==> config.mk <==
export PLATFORM = sky130hd
export DESIGN_NAME = trace_uart_streamer
export DESIGN_NICKNAME = d
export VERILOG_FILES = /design/src/rtl/trace_uart_streamer.sv
export SDC_FILE = /design/constraint.sdc
export NUM_CORES = 1
export LEC_CHECK = 0
export ABC_CLOCK_PERIOD_IN_PS = 7100
export CAP_MARGIN = 20
export CORE_MARGIN = 2
export CORE_UTILIZATION = 55
export CTS_CLUSTER_DIAMETER = 80
export DETAILED_ROUTE_END_ITERATION = 10
export GPL_ROUTABILITY_DRIVEN = 0
export GPL_TIMING_DRIVEN = 0
export PLACE_DENSITY = 0.81
export SLEW_MARGIN = 15
export SYNTH_ARGS = -nofsm -noshare
export SYNTH_HDL_FRONTEND = slang
export SYNTH_SLANG_ARGS = --single-unit
==> constraint.sdc <==
create_clock -name CLK -period 7.1 [get_ports CLK]
set_clock_uncertainty 0.15 [all_clocks]
set_input_delay 1.065 -clock CLK [delete_from_list [all_inputs] [get_ports CLK]]
set_output_delay 1.065 -clock CLK [all_outputs]
set_load 0.02 [all_outputs]
==> src/rtl/trace_uart_streamer.sv <==
// Retire-trace serializer: buffers {instr, result} pairs and streams each as a 9-byte 8N1 UART frame.
// Define TRACE_FAIL_DETECT_EN to tag the test-fail marker instruction (header 0xEE, sticky fail_o).
module trace_uart_streamer #(
  parameter int unsigned CLKS_PER_BIT = 434,
  parameter int unsigned FIFO_DEPTH   = 8
) (
  input  logic                        CLK,
  input  logic                        RST,
  input  logic                        valid_i,
  input  logic [31:0]                 instr_i,
  input  logic [31:0]                 result_i,
  output logic                        uart_tx,
  output logic                        busy_o,
  output logic [$clog2(FIFO_DEPTH):0] fifo_count_o,
  output logic                        overflow_o,
  output logic [7:0]                  drop_cnt_o,
  output logic                        fail_o
);

  localparam int unsigned AW = $clog2(FIFO_DEPTH);
  localparam int unsigned PW = AW + 1;
  localparam int unsigned TW = $clog2(CLKS_PER_BIT);

  localparam logic [7:0]  HDR_NORMAL = 8'hA5;
`ifdef TRACE_FAIL_DETECT_EN
  localparam logic [7:0]  HDR_FAIL    = 8'hEE;
  localparam logic [31:0] FAIL_MARKER = 32'h001e6e13;
  localparam int unsigned EW          = 65;
`else
  localparam int unsigned EW          = 64;
`endif

  typedef enum logic [1:0] {
    S_IDLE,
    S_START,
    S_DATA,
    S_STOP
  } state_t;

  state_t state_q, state_d;

  logic [EW-1:0] mem_q [FIFO_DEPTH];
  logic [EW-1:0] wr_entry;
  logic [EW-1:0] rd_entry;

  logic [PW-1:0] wr_ptr_q, wr_ptr_d;
  logic [PW-1:0] rd_ptr_q, rd_ptr_d;
  logic [PW-1:0] count;
  logic          fifo_empty;
  logic          fifo_full;
  logic          pop;
  logic          push_ok;
  logic          drop;

  logic          overflow_q, overflow_d;
  logic [7:0]    drop_cnt_q, drop_cnt_d;

  logic [TW-1:0] tmr_q, tmr_d;
  logic [2:0]    bit_q, bit_d;
  logic [3:0]    byte_q, byte_d;
  logic [71:0]   shreg_q, shreg_d;
  logic [7:0]    cur_byte;
  logic [7:0]    header;
  logic          tmr_done;
  logic          tx_q, tx_d;

  // Pointers carry one extra bit so full and empty are distinguishable.
  assign count      = wr_ptr_q - rd_ptr_q;
  assign fifo_empty = (count == '0);
  assign fifo_full  = (count == PW'(FIFO_DEPTH));
  assign pop        = (state_q == S_IDLE) && !fifo_empty;
  assign push_ok    = valid_i && (!fifo_full || pop);
  assign drop       = valid_i && fifo_full && !pop;
  assign rd_entry   = mem_q[rd_ptr_q[AW-1:0]];

`ifdef TRACE_FAIL_DETECT_EN
  logic fail_q, fail_d;

  assign wr_entry = {(instr_i == FAIL_MARKER), instr_i, result_i};
  assign header   = rd_entry[64] ? HDR_FAIL : HDR_NORMAL;
  assign fail_d   = fail_q | (push_ok && (instr_i == FAIL_MARKER));
  assign fail_o   = fail_q;

  always_ff @(posedge CLK or posedge RST) begin
    if (RST) begin
      fail_q <= 1'b0;
    end else begin
      fail_q <= fail_d;
    end
  end
`else
  assign wr_entry = {instr_i, result_i};
  assign header   = HDR_NORMAL;
  assign fail_o   = 1'b0;
`endif

  // Storage has no reset; emptying the FIFO only needs the pointers cleared.
  always_ff @(posedge CLK) begin
    if (push_ok) begin
      mem_q[wr_ptr_q[AW-1:0]] <= wr_entry;
    end
  end

  always_comb begin
    wr_ptr_d   = wr_ptr_q + {{(PW-1){1'b0}}, push_ok};
    rd_ptr_d   = rd_ptr_q + {{(PW-1){1'b0}}, pop};
    overflow_d = overflow_q | drop;
    drop_cnt_d = drop_cnt_q;
    if (drop && (drop_cnt_q != 8'hFF)) begin
      drop_cnt_d = drop_cnt_q + 8'd1;
    end
  end

  always_ff @(posedge CLK or posedge RST) begin
    if (RST) begin
      wr_ptr_q   <= '0;
      rd_ptr_q   <= '0;
      overflow_q <= 1'b0;
      drop_cnt_q <= '0;
    end else begin
      wr_ptr_q   <= wr_ptr_d;
      rd_ptr_q   <= rd_ptr_d;
      overflow_q <= overflow_d;
      drop_cnt_q <= drop_cnt_d;
    end
  end

  assign tmr_done = (tmr_q == TW'(CLKS_PER_BIT - 1));
  assign cur_byte = shreg_q[71:64];

  always_ff @(posedge CLK or posedge RST) begin
    if (RST) begin
      state_q <= S_IDLE;
    end else begin
      state_q <= state_d;
    end
  end

  always_comb begin
    state_d = state_q;
    unique case (state_q)
      S_IDLE:  if (!fifo_empty) state_d = S_START;
      S_START: if (tmr_done) state_d = S_DATA;
      S_DATA:  if (tmr_done && (bit_q == 3'd7)) state_d = S_STOP;
      S_STOP:  if (tmr_done) state_d = (byte_q < 4'd8) ? S_START : S_IDLE;
      default: state_d = S_IDLE;
    endcase
  end

  // Shift register holds the frame MSB-byte first; each byte leaves LSB first.
  always_comb begin
    tmr_d   = (state_q == S_IDLE || tmr_done) ? '0 : tmr_q + TW'(1);
    bit_d   = bit_q;
    byte_d  = byte_q;
    shreg_d = shreg_q;
    case (state_q)
      S_IDLE: begin
        bit_d  = '0;
        byte_d = '0;
        if (pop) begin
          shreg_d = {header, rd_entry[63:0]};
        end
      end
      S_DATA: begin
        if (tmr_done) begin
          bit_d = bit_q + 3'd1;
        end
      end
      S_STOP: begin
        if (tmr_done) begin
          if (byte_q < 4'd8) begin
            byte_d  = byte_q + 4'd1;
            shreg_d = {shreg_q[63:0], 8'h00};
          end else begin
            byte_d = '0;
          end
        end
      end
      default: ;
    endcase
  end

  // Line level is computed from the next state so uart_tx is a true flop output.
  always_comb begin
    busy_o = (state_q != S_IDLE);
    tx_d   = 1'b1;
    case (state_d)
      S_START: tx_d = 1'b0;
      S_DATA:  tx_d = cur_byte[bit_d];
      default: tx_d = 1'b1;
    endcase
  end

  always_ff @(posedge CLK or posedge RST) begin
    if (RST) begin
      tmr_q   <= '0;
      bit_q   <= '0;
      byte_q  <= '0;
      shreg_q <= '0;
      tx_q    <= 1'b1;
    end else begin
      tmr_q   <= tmr_d;
      bit_q   <= bit_d;
      byte_q  <= byte_d;
      shreg_q <= shreg_d;
      tx_q    <= tx_d;
    end
  end

  assign uart_tx      = tx_q;
  assign fifo_count_o = count;
  assign overflow_o   = overflow_q;
  assign drop_cnt_o   = drop_cnt_q;

endmodule

* Word level (Yosys, flattened, before mapping)
Memories as Yosys holds them, arrays and structs flattened. Cells that the tools add are included.
Operators by class: $add $sub $neg 7, $lt $le $gt $ge 2, equality and inequality tests 12, multiplexer cells 21, bitwise gates (word level) 1, reductions and logical operators 17
Operators with widths (number):
- two-way mux 72 bit | 3
- case mux 72 bit (2 select lines) | 1
- adder 9 x 1 -> 9 bit, second input constant | 1
- == test 9 bit, second input constant | 1
- two-way mux 9 bit | 1
- adder 4 x 1 -> 4 bit | 2
- adder 8 x 1 -> 8 bit, second input constant | 1
- two-way mux 2 bit | 4
- two-way mux 4 bit | 2
- inequality test 8 bit, second input constant | 1
- case mux 2 bit (4 select lines) | 1
- case mux 4 bit (2 select lines) | 1
- == test 2 bit, second input constant | 3
- logical AND 1 bit | 6
- inequality test 2 bit, second input constant | 3
- case mux 3 bit (2 select lines) | 1
- adder 4 x 1 -> 4 bit, second input constant | 1
- == test 2 x 1 -> 1 bit, second input constant | 2
- == test 4 bit, second input constant | 1
- zero test 4 bit | 1
- < comparator 3 x 4 -> 1 bit, second input constant | 1
- < comparator 4 bit, second input constant | 1
- two-way mux 1 bit | 4
- AND reduction 4 bit | 1
- other kinds (12) | 16
Storage, ports and cells: register bits after elaboration 108, bits in writable memories 512, bits of input ports 67, output and inout port bits 16, memories 1
Memories:
- mem_q | words 8, bits a word 64, read ports 1, clocked after memory_dff 0, wr ports 1, line 42 | logic [EW-1:0] mem_q [FIFO_DEPTH];

* Depth between registers and ports, before layout
word-level depth 8, gate-level depth with buffers 12

* Worst setup path before layout
No wires, ideal clock.
kind reg2reg, start point register rd_ptr_q[2], end point memory mem_q[1][0] (enable), library setup time 0.565 ns, arrival time 6.936 ns, data required time 6.385 ns, slack -0.550 ns, stages on the path, launching flop included 11, buffers on the path 2, path through dfrtp_1 > clkbuf_1 > clkbuf_1 > inv_2 > ha_1 > and3b_1 > o21ai_1 > nand2_1 > a31oi_1 > nand2_1 > nor3_1
Between the ends: cells in the longest elaborated chain, start to end 8, elaborated cells on any way between the ends 10, those cells by class add/sub (1); eq/ne (1); mux (2); reduce/logical (6)
Ends and longest elaborated chain:
- start: declaration | line 47 | logic [PW-1:0] rd_ptr_q, rd_ptr_d;
- start signal: assignment | line 122 | rd_ptr_q <= rd_ptr_d;
- subtractor 4 bit (*) | line 68 | assign count = wr_ptr_q - rd_ptr_q;
- named net fifo_count_o[3] | line 14 | output logic [$clog2(FIFO_DEPTH):0] fifo_count_o,
- zero test 4 bit | line 69 | assign fifo_empty = (count == '0);
- zero test 1 bit
- logical AND 1 bit | line 71 | assign pop = (state_q == S_IDLE) && !fifo_empty;
- logical OR 1 bit (*) | line 72 | assign push_ok = valid_i && (!fifo_full || pop);
- logical AND 1 bit (*) | line 72
- two-way mux 1 bit (*) | line 99 | if (push_ok) begin
- two-way mux 1 bit (implied by the code) (*) | line 100 | mem_q[wr_ptr_q[AW-1:0]] <= wr_entry;
- end: declaration | line 42
Mark *: on every way through the listed nets, which the timed path passes. The rest lies on a longest branch.

* Worst setup path in the final report
start point register rd_ptr_q[2], end point memory mem_q[0][36] (enable)
Between the ends: cells in the longest elaborated chain, start to end 8, elaborated cells on any way between the ends 10, those cells by class add/sub (1); eq/ne (1); mux (2); reduce/logical (6)
Ends and longest elaborated chain (line):
- subtractor 4 bit (*) | 68
- zero test 4 bit | 69
- zero test 1 bit
- logical AND 1 bit | 71
- logical OR 1 bit (*) | 72
- logical AND 1 bit (*) | 72
- two-way mux 1 bit (*) | 99
- two-way mux 1 bit (implied by the code) (*) | 100
Every way passes the cells marked *; elsewhere a longest branch is shown, timed or not.

==> reports/metrics.csv <==
metric;value;unit
CTS tree;done;
reg2reg setup slack;1540;ps
GRT overflow;0;
Worst-path clk slew;60;ps
fraction of power spent switching nets;31.9;%
Rel. slew slack;31.3;%
Vias per Instance;6.24;
crit start category;flip-flop;
Hold EP;overflow_o$_DFF_PP0_;
cts bufs inserted;59;
largest net degree at the start of global routing;72;
Overall Global Routing Usage;24.7;%
total power;11.7;mW
Worst EP required;7270;ps
CP Max Fanout;12;
number of global-route vias before repair;13800;
most instantiated cells after synthesis;512 x edfxtp_1, 202 x nand2_1, 128 x mux4_2, 120 x a21oi_1, 107 x dfrtp_1;
period utilization;78.3;%
Vias;13600;
RSZ-0062 raised after global routing;false;
FFs w/ async S/R, synth;17.4;%
Die Area;45700;um2
synthesis warning total;0;
Min-Delay Path Depth;1;
Top Metal Used;met5;
Crit Path Class;flip-flop to flip-flop;
core area;43300;um2
Nets;1632;
WL met1;20.9;mm
Slowest cell on crit path;nor3_4;
Critical Path AT;5730;ps
Top Family by Delay on Critical Path;buffers and inverters;
Starting DRT DRC Count;1697;
Crit. End Element;flip-flop;
Skew-Pair Late Insertion Delay;620;ps
Net Switching;3.73;mW
crit path launch;rd_ptr_q[2]$_DFF_PP0_;
synth unique cells;59;
share of cells above drive strength 1;19.2;%
setup TNS;0;ps
initial antenna violation count;4;
first-pass GRT wire length;82.6;mm
post-CTS setup buffers;0;
post-route minimum period;5560;ps
Avg Inst Size Synth;17.6;um2
Longest Clk Path Bufs;3;
HP Start;overflow_o$_DFF_PP0_;
maximum VDD drop;0.242;mV
WL met3;4.70;mm
Final Slew Violations;0;
CTS resizes;0;
Worst R2R End;mem_q[0][36]$_DFFE_PP_;
critical-path cell list;clkbuf_1 > clkbuf_1 > inv_2 > ha_1 > and3b_1 > o21ai_1 > nand2_1 > a31oi_1 > nand2_1 > nor3_4 > buf_16 > buf_8 > buf_8;
Pint;7.95;mW
Combinational Power Share;30.6;%
Main synth FF type;edfxtp_1;
area delta synth->final;17.3;%
Hold Path Class;flip-flop to flip-flop;
share of the synthesized area in the top cell type;63.5;%
met2 wire length;27.1;mm
Max Fclk;180;MHz
Starting Density;56.0;%
Syn Std Cell Area;24200;um2
cts hold-fix bufs;0;
Synth Instances;1379;
Post-synth EDFFs;512;
cells on worst reg2reg path;13;
I/O Pins;83;
drt pass-1 iters;7;
status;finished, final reports clean;
syn nets;1460;
Synth area leaders;edfxtp_1 63%, mux4_2 12%, dfrtp_1 11%;
LEAKAGE;9.81;nW
Num Clock Sinks;620;
worst path bufs/invs;6;
power density over cell area;411;nW/um2
drt drc;0;
Worst path max stage delay;870;ps
row count;76;
final WL;54.6;mm
H-tree levels;2;
post-synth top area cell;edfxtp_1;
final hold vios;0;
slew at the pin closest to its max-slew limit;1030;ps
flops & latches, synth;620;
most frequent cell after synthesis;edfxtp_1;
dpl hpwl;34.2;mm
start of the worst register-to-register path;rd_ptr_q[2]$_DFF_PP0_;
die height;214;um
max-cap violations;0;
ANT nets after route;0;
fraction of the yosys area taken by sequential cells;74.6;%
Clk pwr share;26.7;%
Final setup viols;0;
sequential power share;42.7;%
Root Buffer;clkbuf_16;
DIE WIDTH;214;um
number of port buffers;81;
drt wl/cell;24.9;um
## flip-flops by register name, indices dropped and copies added, names as in the netlist
| register | cells |
|---|---|
| mem_q | 512 |
| shreg_q | 72 |
| tmr_q | 9 |
| drop_cnt_o | 8 |
| byte_q | 4 |
| rd_ptr_q | 4 |
| wr_ptr_q | 4 |
| bit_q | 3 |
| state_q | 2 |
| overflow_o | 1 |
| uart_tx | 1 |
## per-layer routing
layer | vias up | global-route usage [%]
li1 | 5697 | -
met1 | 7024 | 32.8
met2 | 749 | 40.6
met3 | 169 | 5.23
met4 | 4 | 9.82
met5 | - | 0
## how the worst max path moves through the flow
stage | end | slack, ps | cells past startpoint
floorplan | mem_q[3][0]$_DFFE_PP_ | 1170 | 10
global placement | mem_q[5][41]$_DFFE_PP_ | -2160 | 10
detailed placement | mem_q[0][41]$_DFFE_PP_ | 1590 | 13
CTS | mem_q[0][42]$_DFFE_PP_ | 1560 | 13
global route | mem_q[0][42]$_DFFE_PP_ | 1330 | 13
finish | mem_q[0][36]$_DFFE_PP_ | 1540 | 13
## stage by stage
step | util [%] | area, um2 | std cells | hold slack, ps | setup WS (ps)
after CTS | 65.7 | 28400 | 2186 | 332 | 1560
after global routing | 65.7 | 28400 | 2186 | 365 | 1330
after floorplan | - | 24200 | 1379 | 299 | 1170
after global placement | 59.6 | 25800 | 2045 | 316 | -2160
final | 65.7 | 28400 | 2188 | 336 | 1540
after detailed placement | 61.1 | 26500 | 2075 | 318 | 1590
## power by group through the flow
stage	clock (mW)	combinational (mW)	sequential, mW
final	3.12	3.57	4.98
after global routing	3.28	3.84	5.03
after CTS	3.15	3.59	4.98
after detailed placement	0	3.53	5.03
after global placement	0	3.22	5.08
after floorplan	0	2.27	4.99
## kinds of logic (layout without fill, tap and decap cells)
family / count (synthesis) / count (layout) / synth area share [%]
adders and majority gates: 14 / 14 / 0.754
xor gates and xnor gates: 21 / 21 / 0.759
buffers and inverters: 97 / 319 / 1.65
and+or+nand+nor: 271 / 271 / 4.82
other: 1 / 3 / 0.0155
muxes: 142 / 142 / 12.5
DFF: 620 / 620 / 74.6
AOI/OAI and AO/OA: 213 / 213 / 4.88
## placed cells by master, fill, tap and decap left out, types with 16 or more instances in the layout
cell and instances:
a21oi_1 120, buf_2 22, clkbuf_1 59, clkbuf_16 65
clkdlybuf4s50_1 81, dfrtp_1 107, edfxtp_1 512, inv_1 16
mux4_2 128, nand2_1 202, nor2_1 18, o21ai_1 61
## layout make-up
type | count | area, um2
Fill cell | 2746 | 14900
Multi-Input combinational cell | 662 | 5810
Inverter | 20 | 80.1
Antenna cell | 2 | 5.00
Clock buffer | 86 | 1810
Clock inverter | 25 | 153
Buffer | 77 | 324
Tap cell | 585 | 732
Sequential cell | 620 | 18100
Timing Repair Buffer | 111 | 1430
(Power assumes the default switching activity.)
